===== src/rtl/sdram_req_responder.sv =====
// Memory-side end of the customLogicTLD SDRAM request interface: pulsed requests are queued
// in an in-order command FIFO and replayed as single-outstanding Avalon-MM transactions.
module sdram_req_responder #(
  parameter int          CMD_DEPTH = 4,
  parameter logic [25:0] ADDR_BASE = 26'h0
) (
  input  logic        clk,
  input  logic        rst,
  input  logic        sdram_read_en,
  input  logic        sdram_write_en,
  input  logic [25:0] address_sdram,
  input  logic [31:0] writeData_sdram,
  output logic [31:0] data_sdram,
  output logic        sdram_datareadvalid,
  output logic [25:0] avm_address,
  output logic        avm_read,
  output logic        avm_write,
  output logic [31:0] avm_writedata,
  output logic [3:0]  avm_byteenable,
  input  logic        avm_waitrequest,
  input  logic [31:0] avm_readdata,
  input  logic        avm_readdatavalid,
  output logic        busy,
  output logic        overflow_err,
  output logic        protocol_err
);

  // state   | meaning
  // IDLE    | no transaction; pops the FIFO head unless in the post-transaction bubble
  // ISSUE   | strobe asserted, all avm outputs held until waitrequest drops
  // WAIT_RD | read accepted by the controller, waiting for readdatavalid
  typedef enum logic [1:0] {IDLE, ISSUE, WAIT_RD} state_t;

  localparam int          PW       = (CMD_DEPTH > 1) ? $clog2(CMD_DEPTH) : 1;
  localparam logic [PW:0] FULL_CNT = (PW + 1)'(CMD_DEPTH);
  localparam int          CW       = 1 + 26 + 32;

  logic [CW-1:0] fifo_mem [CMD_DEPTH];
  logic [PW-1:0] wr_ptr, rd_ptr;
  logic [PW:0]   count;
  logic [CW-1:0] head;
  logic          req, push, pop, full, empty;

  state_t        state_q, state_d;
  logic          bubble_q, bubble_d;
  logic          rd_d, wr_d, dvalid_d;
  logic [25:0]   addr_d;
  logic [31:0]   wdata_d, rdata_d;
  logic [3:0]    be_d;

  assign req   = sdram_read_en | sdram_write_en;
  assign full  = (count == FULL_CNT);
  assign empty = (count == '0);
  assign pop   = (state_q == IDLE) && !empty && !bubble_q;
  assign push  = req && (!full || pop);
  assign head  = fifo_mem[rd_ptr];
  assign busy  = !empty || (state_q != IDLE);

  // On simultaneous rd/wr the write wins: is_write is simply sdram_write_en.
  always_ff @(posedge clk) begin
    if (push) fifo_mem[wr_ptr] <= {sdram_write_en, address_sdram + ADDR_BASE, writeData_sdram};
  end

  always_comb begin
    state_d  = state_q;
    bubble_d = 1'b0;
    rd_d     = avm_read;
    wr_d     = avm_write;
    addr_d   = avm_address;
    wdata_d  = avm_writedata;
    be_d     = avm_byteenable;
    rdata_d  = data_sdram;
    dvalid_d = 1'b0;
    case (state_q)
      IDLE: begin
        if (pop) begin
          wr_d    = head[CW-1];
          rd_d    = !head[CW-1];
          addr_d  = head[57:32];
          wdata_d = head[31:0];
          be_d    = 4'hF;
          state_d = ISSUE;
        end
      end
      ISSUE: begin
        if (!avm_waitrequest) begin
          rd_d = 1'b0;
          wr_d = 1'b0;
          be_d = 4'h0;
          if (avm_write) begin
            state_d  = IDLE;
            bubble_d = 1'b1;
          end else begin
            state_d = WAIT_RD;
          end
        end
      end
      WAIT_RD: begin
        if (avm_readdatavalid) begin
          rdata_d  = avm_readdata;
          dvalid_d = 1'b1;
          state_d  = IDLE;
          bubble_d = 1'b1;
        end
      end
      default: state_d = IDLE;
    endcase
  end

  always_ff @(posedge clk) begin
    if (rst) begin
      state_q             <= IDLE;
      bubble_q            <= 1'b0;
      wr_ptr              <= '0;
      rd_ptr              <= '0;
      count               <= '0;
      avm_read            <= 1'b0;
      avm_write           <= 1'b0;
      avm_address         <= '0;
      avm_writedata       <= '0;
      avm_byteenable      <= '0;
      data_sdram          <= '0;
      sdram_datareadvalid <= 1'b0;
      overflow_err        <= 1'b0;
      protocol_err        <= 1'b0;
    end else begin
      state_q             <= state_d;
      bubble_q            <= bubble_d;
      avm_read            <= rd_d;
      avm_write           <= wr_d;
      avm_address         <= addr_d;
      avm_writedata       <= wdata_d;
      avm_byteenable      <= be_d;
      data_sdram          <= rdata_d;
      sdram_datareadvalid <= dvalid_d;
      if (push) wr_ptr <= wr_ptr + 1'b1;
      if (pop)  rd_ptr <= rd_ptr + 1'b1;
      if (push && !pop)      count <= count + 1'b1;
      else if (!push && pop) count <= count - 1'b1;
      if (req && !push) overflow_err <= 1'b1;
      if ((sdram_read_en && sdram_write_en) || (avm_readdatavalid && state_q != WAIT_RD))
        protocol_err <= 1'b1;
    end
  end

endmodule


===== config.mk =====
export PLATFORM = sky130hd
export DESIGN_NAME = sdram_req_responder
export DESIGN_NICKNAME = d
export VERILOG_FILES = /design/src/rtl/sdram_req_responder.sv
export SDC_FILE = /design/constraint.sdc
export NUM_CORES = 1
export LEC_CHECK = 0
export CAP_MARGIN = 40
export CORE_MARGIN = 10
export CORE_UTILIZATION = 49
export DETAILED_ROUTE_END_ITERATION = 6
export MAX_ROUTING_LAYER = met4
export PLACE_DENSITY_LB_ADDON = 0.12
export SYNTH_ARGS = -nofsm -noshare
export SYNTH_HDL_FRONTEND = slang
export SYNTH_SLANG_ARGS = --single-unit
export TNS_END_PERCENT = 1

===== constraint.sdc =====
create_clock -name clk -period 4.7 [get_ports clk]
set_input_delay 0.47 -clock clk [delete_from_list [all_inputs] [get_ports clk]]
set_output_delay 0.47 -clock clk [all_outputs]
set_load 0.02 [all_outputs]

==> flow_summary.ini, run 1 <==
[timing]
setup_tns_ns = 0
clock_skew_ns = 0.009314
tightest_slew_ns = 0.8046
fmax_mhz = 332.0
max_slew_margin_pct = 45.61
drv_slew = 0
period_needed_ns = 3.012
final-setup-viol-count = 0
hold_violations = 0
grt_setup_unrepaired = no
period_share_pct = 64.08

[grt]
grt_pass1_vias = 7292
grtUsageTotal_pct = 16.90
antenna_found_initial = 0
grt_max_degree = 47
grt-ovfl-total = 0
grt_pass1_wl_mm = 40.37

[hold_path]
whs_path_depth = 2
hold_class = input port to flip-flop
hold_end = count[0]$_SDFFE_PP0P_
min_from = rst

[setup_path]
cp.arrival_ns = 2.54
r2r-start = state_q[0]$_SDFFE_PP0P_
cp_cell_sequence = inv_1, ha_1, nor4b_1, inv_1, clkdlybuf4s50_1
max_stage_delay_ns = 0.68
cp-end-kind = output pin
crit_top_cell = inv_1
reg2reg_to = count[2]$_SDFFE_PP0P_
slowest_stage = nor4b_1
cp_max_fo = 5
crit_type = flip-flop to output pin
r2r_setup_slack_ns = 1.93
worstPathRequired_ns = 4.23
r2r_cells = 10
start_kind = flip-flop

[clock_network]
cts_tree = yes
clkLatencyLatePin_ns = 0.50
ctsHoldBuffers = 0
postCtsSetupBuffers = 0
cts_made_buffers = 36
cts_buffer_depth = 3
clk_pin_slew_ns = 0.06
cts.sinks = 344
clockRootBuffer = clkbuf_16
cts_max_level = 2
cts_resized = 0

[drt]
drt-initial-drc-count = 451
num_vias = 6732
ant_nets = 0
detail_route.vias_per_cell = 5.433
wl_mm = 26.37
firstDrtPassIters = 4
drcViolationCount = 0
wl_per_cell_um = 21.28

[placement]
gp_routability_congestion = 0.7953
dp_hpwl_mm = 17.03
dp.cells = 1175
io_buffer_count = 195

[synth]
synth_top_family_by_area = multiplexers
synth_simple_gate_area_share_pct = 4.007
synth_compound_area_share_pct = 6.294
synthCells = 684
async_flop_share_pct = 0
yosys.area.top_type = edfxtp_1
muxShareOfSynthArea_pct = 11.31
synth_xor_area_share_pct = 0.1424
synth-seq-area-share_pct = 75.17
ys.flop_type = edfxtp_1
ys_seq_elements = 344
synth_cell_types = 35
netlist.area_leader.share_pct = 57.60
yosys_warnings = 0
synth_fa_ha_area_share_pct = 1.078
syn_area_per_cell_um2 = 17.99
synth_fp_nets = 790
ys_top_cells_by_area = edfxtp_1, dfxtp_1, mux4_2
netlist_area_um2 = 12300
synth_edf_count = 236

[final_layout]
layout-drive-gt1-share_pct = 15.08
diodes = 0
area_delta_synth_final_pct = 29.60
final_cells = 1239
final_nets = 995

[outcome]
status = completed

[job]
drv_cap = 0

[die]
die_y_um = 178.5
initial_core_util_pct = 50.15
rows = 57
die_x_um = 178.5
die_area_um2 = 31850
ios = 196
core_area_um2 = 24530

[pwr]
power_density_nw_per_um2 = 611.9
p_leak_nw = 5.374
peakVddDrop_mv = 0.3760
[power by group]
group | internal [mW] | switching [mW]
clock network | 1.76 | 1.09
logic | 1.37 | 1.33
registers | 3.86 | 0.356
[routing by layer]
layer  share of wire (%)  track usage [%]  vias to the layer above
li1                    -                -                     3076
met2                  49            27.45                      229
met4                 1.9            4.719                        0
met5                   0                -                        -
met3                 6.9            4.165                       38
met1                  42            20.80                     3389
[cell usage after synthesis, types with 2 or more instances]
cell type / n
edfxtp_1: 236
dfxtp_1: 108
nand2_1: 67
mux4_2: 59
a22o_1: 58
a21oi_1: 39
clkbuf_1: 22
buf_2: 11
ha_1: 9
nand2b_1: 9
nor2_1: 9
inv_1: 8
and2_1: 7
buf_4: 6
mux2i_1: 4
buf_6: 3
nor2b_1: 3
o21ai_0: 3
or3_1: 3
mux2_2: 2
nor4_1: 2
o32ai_1: 2
xor2_1: 2
[sequential cells by signal, indices dropped and copies added (netlist names), named ones only]
name / cells
sdram_datareadvalid: 1
avm_write: 1
protocol_err: 1
fifo_mem: 236
wr_ptr: 2
bubble_q: 1
avm_byteenable: 1
data_sdram: 32
avm_writedata: 32
avm_read: 1
avm_address: 26
overflow_err: 1
state_q: 2
rd_ptr: 2
count: 3
[final cells by class]
class	count	area (um^2)
clock buffers	47	993.5
clock inverters	17	206.4
fillers	1709	8587
inverters	8	30.03
multi-input cells	290	2833
flip-flops and latches	344	9256
well taps	324	405.4
repair buffers	209	2222
[critical path, delay by kind of cell (launching register included)]
family,cells,cell delay [ns]
buffers and inverters,3,0.78
adder cells (fa/ha/maj),1,0.24
flip-flops,1,0.32
AND/OR/NAND/NOR,1,0.68
[worst max path at each step]
stage	startpoint	to	slack [ns]	cells past startpoint
global placement	sdram_write_en	count[2]$_SDFFE_PP0P_	1.89	9
global route	state_q[0]$_SDFFE_PP0P_	busy	1.50	5
finish	state_q[0]$_SDFFE_PP0P_	busy	1.69	5
floorplan	state_q[0]$_SDFFE_PP0P_	fifo_mem[0][0]$_DFFE_PP_	1.77	5
detailed placement	sdram_write_en	count[2]$_SDFFE_PP0P_	1.73	9
CTS	state_q[0]$_SDFFE_PP0P_	busy	1.70	5
[placed cells by master (no fill, tap or decap), types with 3 or more instances in the layout]
cell / instances
ha_1: 9
clkbuf_1: 7
dfxtp_1: 106
nand2_1: 67
clkinv_2: 5
edfxtp_1: 236
and2_1: 3
bufinv_16: 5
o21ai_0: 3
clkinv_1: 6
nor2b_1: 3
inv_1: 8
a21oi_1: 39
buf_16: 6
nand2b_1: 9
and2_4: 4
buf_4: 4
buf_12: 4
clkbuf_8: 3
a22o_1: 58
or3_1: 3
mux4_2: 59
mux2i_1: 4
clkdlybuf4s50_1: 194
nor2_1: 9
clkbuf_16: 37
[metrics by stage]
step                      hold slack (ns)  total power, mW  cell area (um^2)  setup slack [ns]  utilization, %
after floorplan                    0.4655            5.834             12300             1.774               -
after global placement             0.4416            6.832             14500             1.893           59.11
after detailed placement           0.4435            7.011             14750             1.732           60.11
after CTS                          0.3974            9.880             15950             1.698           65.00
after global routing               0.4277            10.20             15950             1.496           65.00
final                              0.4217            9.757             15950             1.688           65.00
[cell families after synthesis]
family,after synthesis
DFF,344
and+or+nand+nor,107
AOI/OAI and AO/OA,106
muxes,65
buffers and inverters,50
adders and majority gates,10
xor gates and xnor gates,2
(Power assumes the default switching activity.)
==> inputs of run 2 (changes only) <==
Settings changed: CORE_UTILIZATION 49 to 48.
Clock period 4.7 ns to 2.64 ns, I/O delays scaled along.
==> flow_summary.ini, run 2 (synthesis results as in run 1) <==
[setup_path]
r2r_setup_slack_ns = 0.27
timing.critical_path.from = state_q[0]$_SDFFE_PP0P_
r2r-start = state_q[0]$_SDFFE_PP0P_
cp_cell_sequence = inv_1, ha_1, nor4b_2, buf_4, inv_1, clkdlybuf4s50_1
endpoint = busy
cp.arrival_ns = 2.20
start_kind = flip-flop
crit_type = flip-flop to output pin
cp-end-kind = output pin
r2r_cells = 10
reg2reg_to = count[2]$_SDFFE_PP0P_
crit_top_cell = inv_1
worst-path-buf-inv = 4
critical_path_depth = 6
worstPathRequired_ns = 2.38
max_stage_delay_ns = 0.62
cp_max_fo = 5
slowest_stage = clkdlybuf4s50_1
cpLargestDelayFamily = buffers and inverters

[timing]
final-setup-viol-count = 0
max_slew_margin_pct = 43.63
clock_skew_ns = 0.02489
fmax_mhz = 405.9
setup_tns_ns = 0
grt_setup_unrepaired = no
period_share_pct = 93.32
hold_violations = 0
period_needed_ns = 2.464
drv_slew = 0
tightest_slew_ns = 0.8436

[final_layout]
fin_util_pct = 62.96
area_delta_synth_final_pct = 28.86
largest_reg_flops = 236
final_cell_mix = edfxtp_1, clkdlybuf4s50_1, dfxtp_1
regMostFlops = fifo_mem
mostFrequentLayoutCell = edfxtp_1
reg_top3 = fifo_mem x236, avm_writedata x32, data_sdram x32
final_nets = 998
layout-drive-gt1-share_pct = 15.41

[drt]
drt-initial-drc-count = 465
num_vias = 6702
wl_met2_mm = 13.14
ant_nets = 0
firstDrtPassIters = 6
top_layer = met4
wl_per_cell_um = 21.14
wl_mm = 26.36
detail_route.vias_per_cell = 5.374
wl_met1_mm = 10.46
met3_length_mm = 2.228
drcViolationCount = 0

[placement]
gp_routability_congestion = 0.7950
dp_hpwl_mm = 16.96
io_buffer_count = 195

[clock_network]
clockRootBuffer = clkbuf_16
cts_buffer_depth = 3
clk_pin_slew_ns = 0.06
cts_tree = yes
cts.sinks = 344
cts_made_buffers = 35
postCtsSetupBuffers = 0
cts_resized = 0
ctsHoldBuffers = 0
cts_max_level = 2
clkLatencyLatePin_ns = 0.51

[job]
drv_cap = 0

[hold_path]
hold_class = input port to flip-flop

[die]
ios = 196
die_y_um = 180.1
rows = 58
die_x_um = 180.1
die_area_um2 = 32440
core_area_um2 = 25180
initial_core_util_pct = 48.86

[pwr]
p_leak_nw = 5.328
power_density_nw_per_um2 = 1076
peakVddDrop_mv = 0.6053

[grt]
grt_pass1_vias = 7420
grt_max_degree = 59
grt_pass1_wl_mm = 41.69
grt-ovfl-total = 0
grtUsageTotal_pct = 16.56
antenna_found_initial = 2

[outcome]
status = completed
-- run 2: how the worst min path moves through the flow --
stage	from	end	cells past startpoint
floorplan	writeData_sdram[0]	fifo_mem[0][0]$_DFFE_PP_	0
global placement	data_sdram[8]$_SDFFE_PP0P_	data_sdram[8]$_SDFFE_PP0P_	2
detailed placement	overflow_err$_SDFFE_PP0P_	overflow_err$_SDFFE_PP0P_	2
CTS	rst	count[1]$_SDFFE_PP0P_	2
global route	rst	count[1]$_SDFFE_PP0P_	2
finish	rst	count[1]$_SDFFE_PP0P_	2
-- run 2: final cells by class --
| type | count | area [um^2] |
|---|---|---|
| diodes | 2 | 5.005 |
| clock buffers | 48 | 964.7 |
| clock inverters | 12 | 140.1 |
| fillers | 1789 | 9326 |
| inverters | 8 | 30.03 |
| multi-input cells | 290 | 2839 |
| flip-flops and latches | 344 | 9256 |
| well taps | 330 | 412.9 |
| repair buffers | 213 | 2207 |
-- run 2: through the flow --
stage | setup slack, ns | area, um^2 | instances | hold slack (ns) | total power, mW
after floorplan | -0.2855 | 12310 | 684 | 0.3629 | 10.38
after CTS | 0.1405 | 15840 | 1245 | 0.1471 | 17.29
after global placement | 0.3017 | 14740 | 1185 | 0.4427 | 12.39
after detailed placement | 0.2033 | 14740 | 1185 | 0.4461 | 12.50
final | 0.1764 | 15860 | 1247 | 0.1591 | 17.06
after global routing | 0.03224 | 15860 | 1247 | 0.1621 | 17.88
-- run 2: worst reg2reg max path: stages, from the launching register on --
cell and delay [ns]:
dfxtp_1 0.33, inv_1 0.12, ha_1 0.23, nand2b_1 0.11
a31oi_2 0.23, ha_1 0.23, inv_1 0.07, fa_1 0.37
xor2_1 0.17, or3_1 0.30, a21oi_1 0.15
-- run 2: where the power goes --
part | switching [mW] | leakage, nW | internal (mW)
clock network | 1.93 | 0.544 | 2.85
registers | 0.578 | 3.07 | 6.86
logic | 2.39 | 1.71 | 2.46
total | 4.89 | 5.33 | 12.2
-- run 2: routing by layer --
metal / vias up / track usage, %
li1: 3078 / -
met5: - / -
met1: 3362 / 18.58
met2: 220 / 27.66
met3: 42 / 5.743
met4: 0 / 4.692
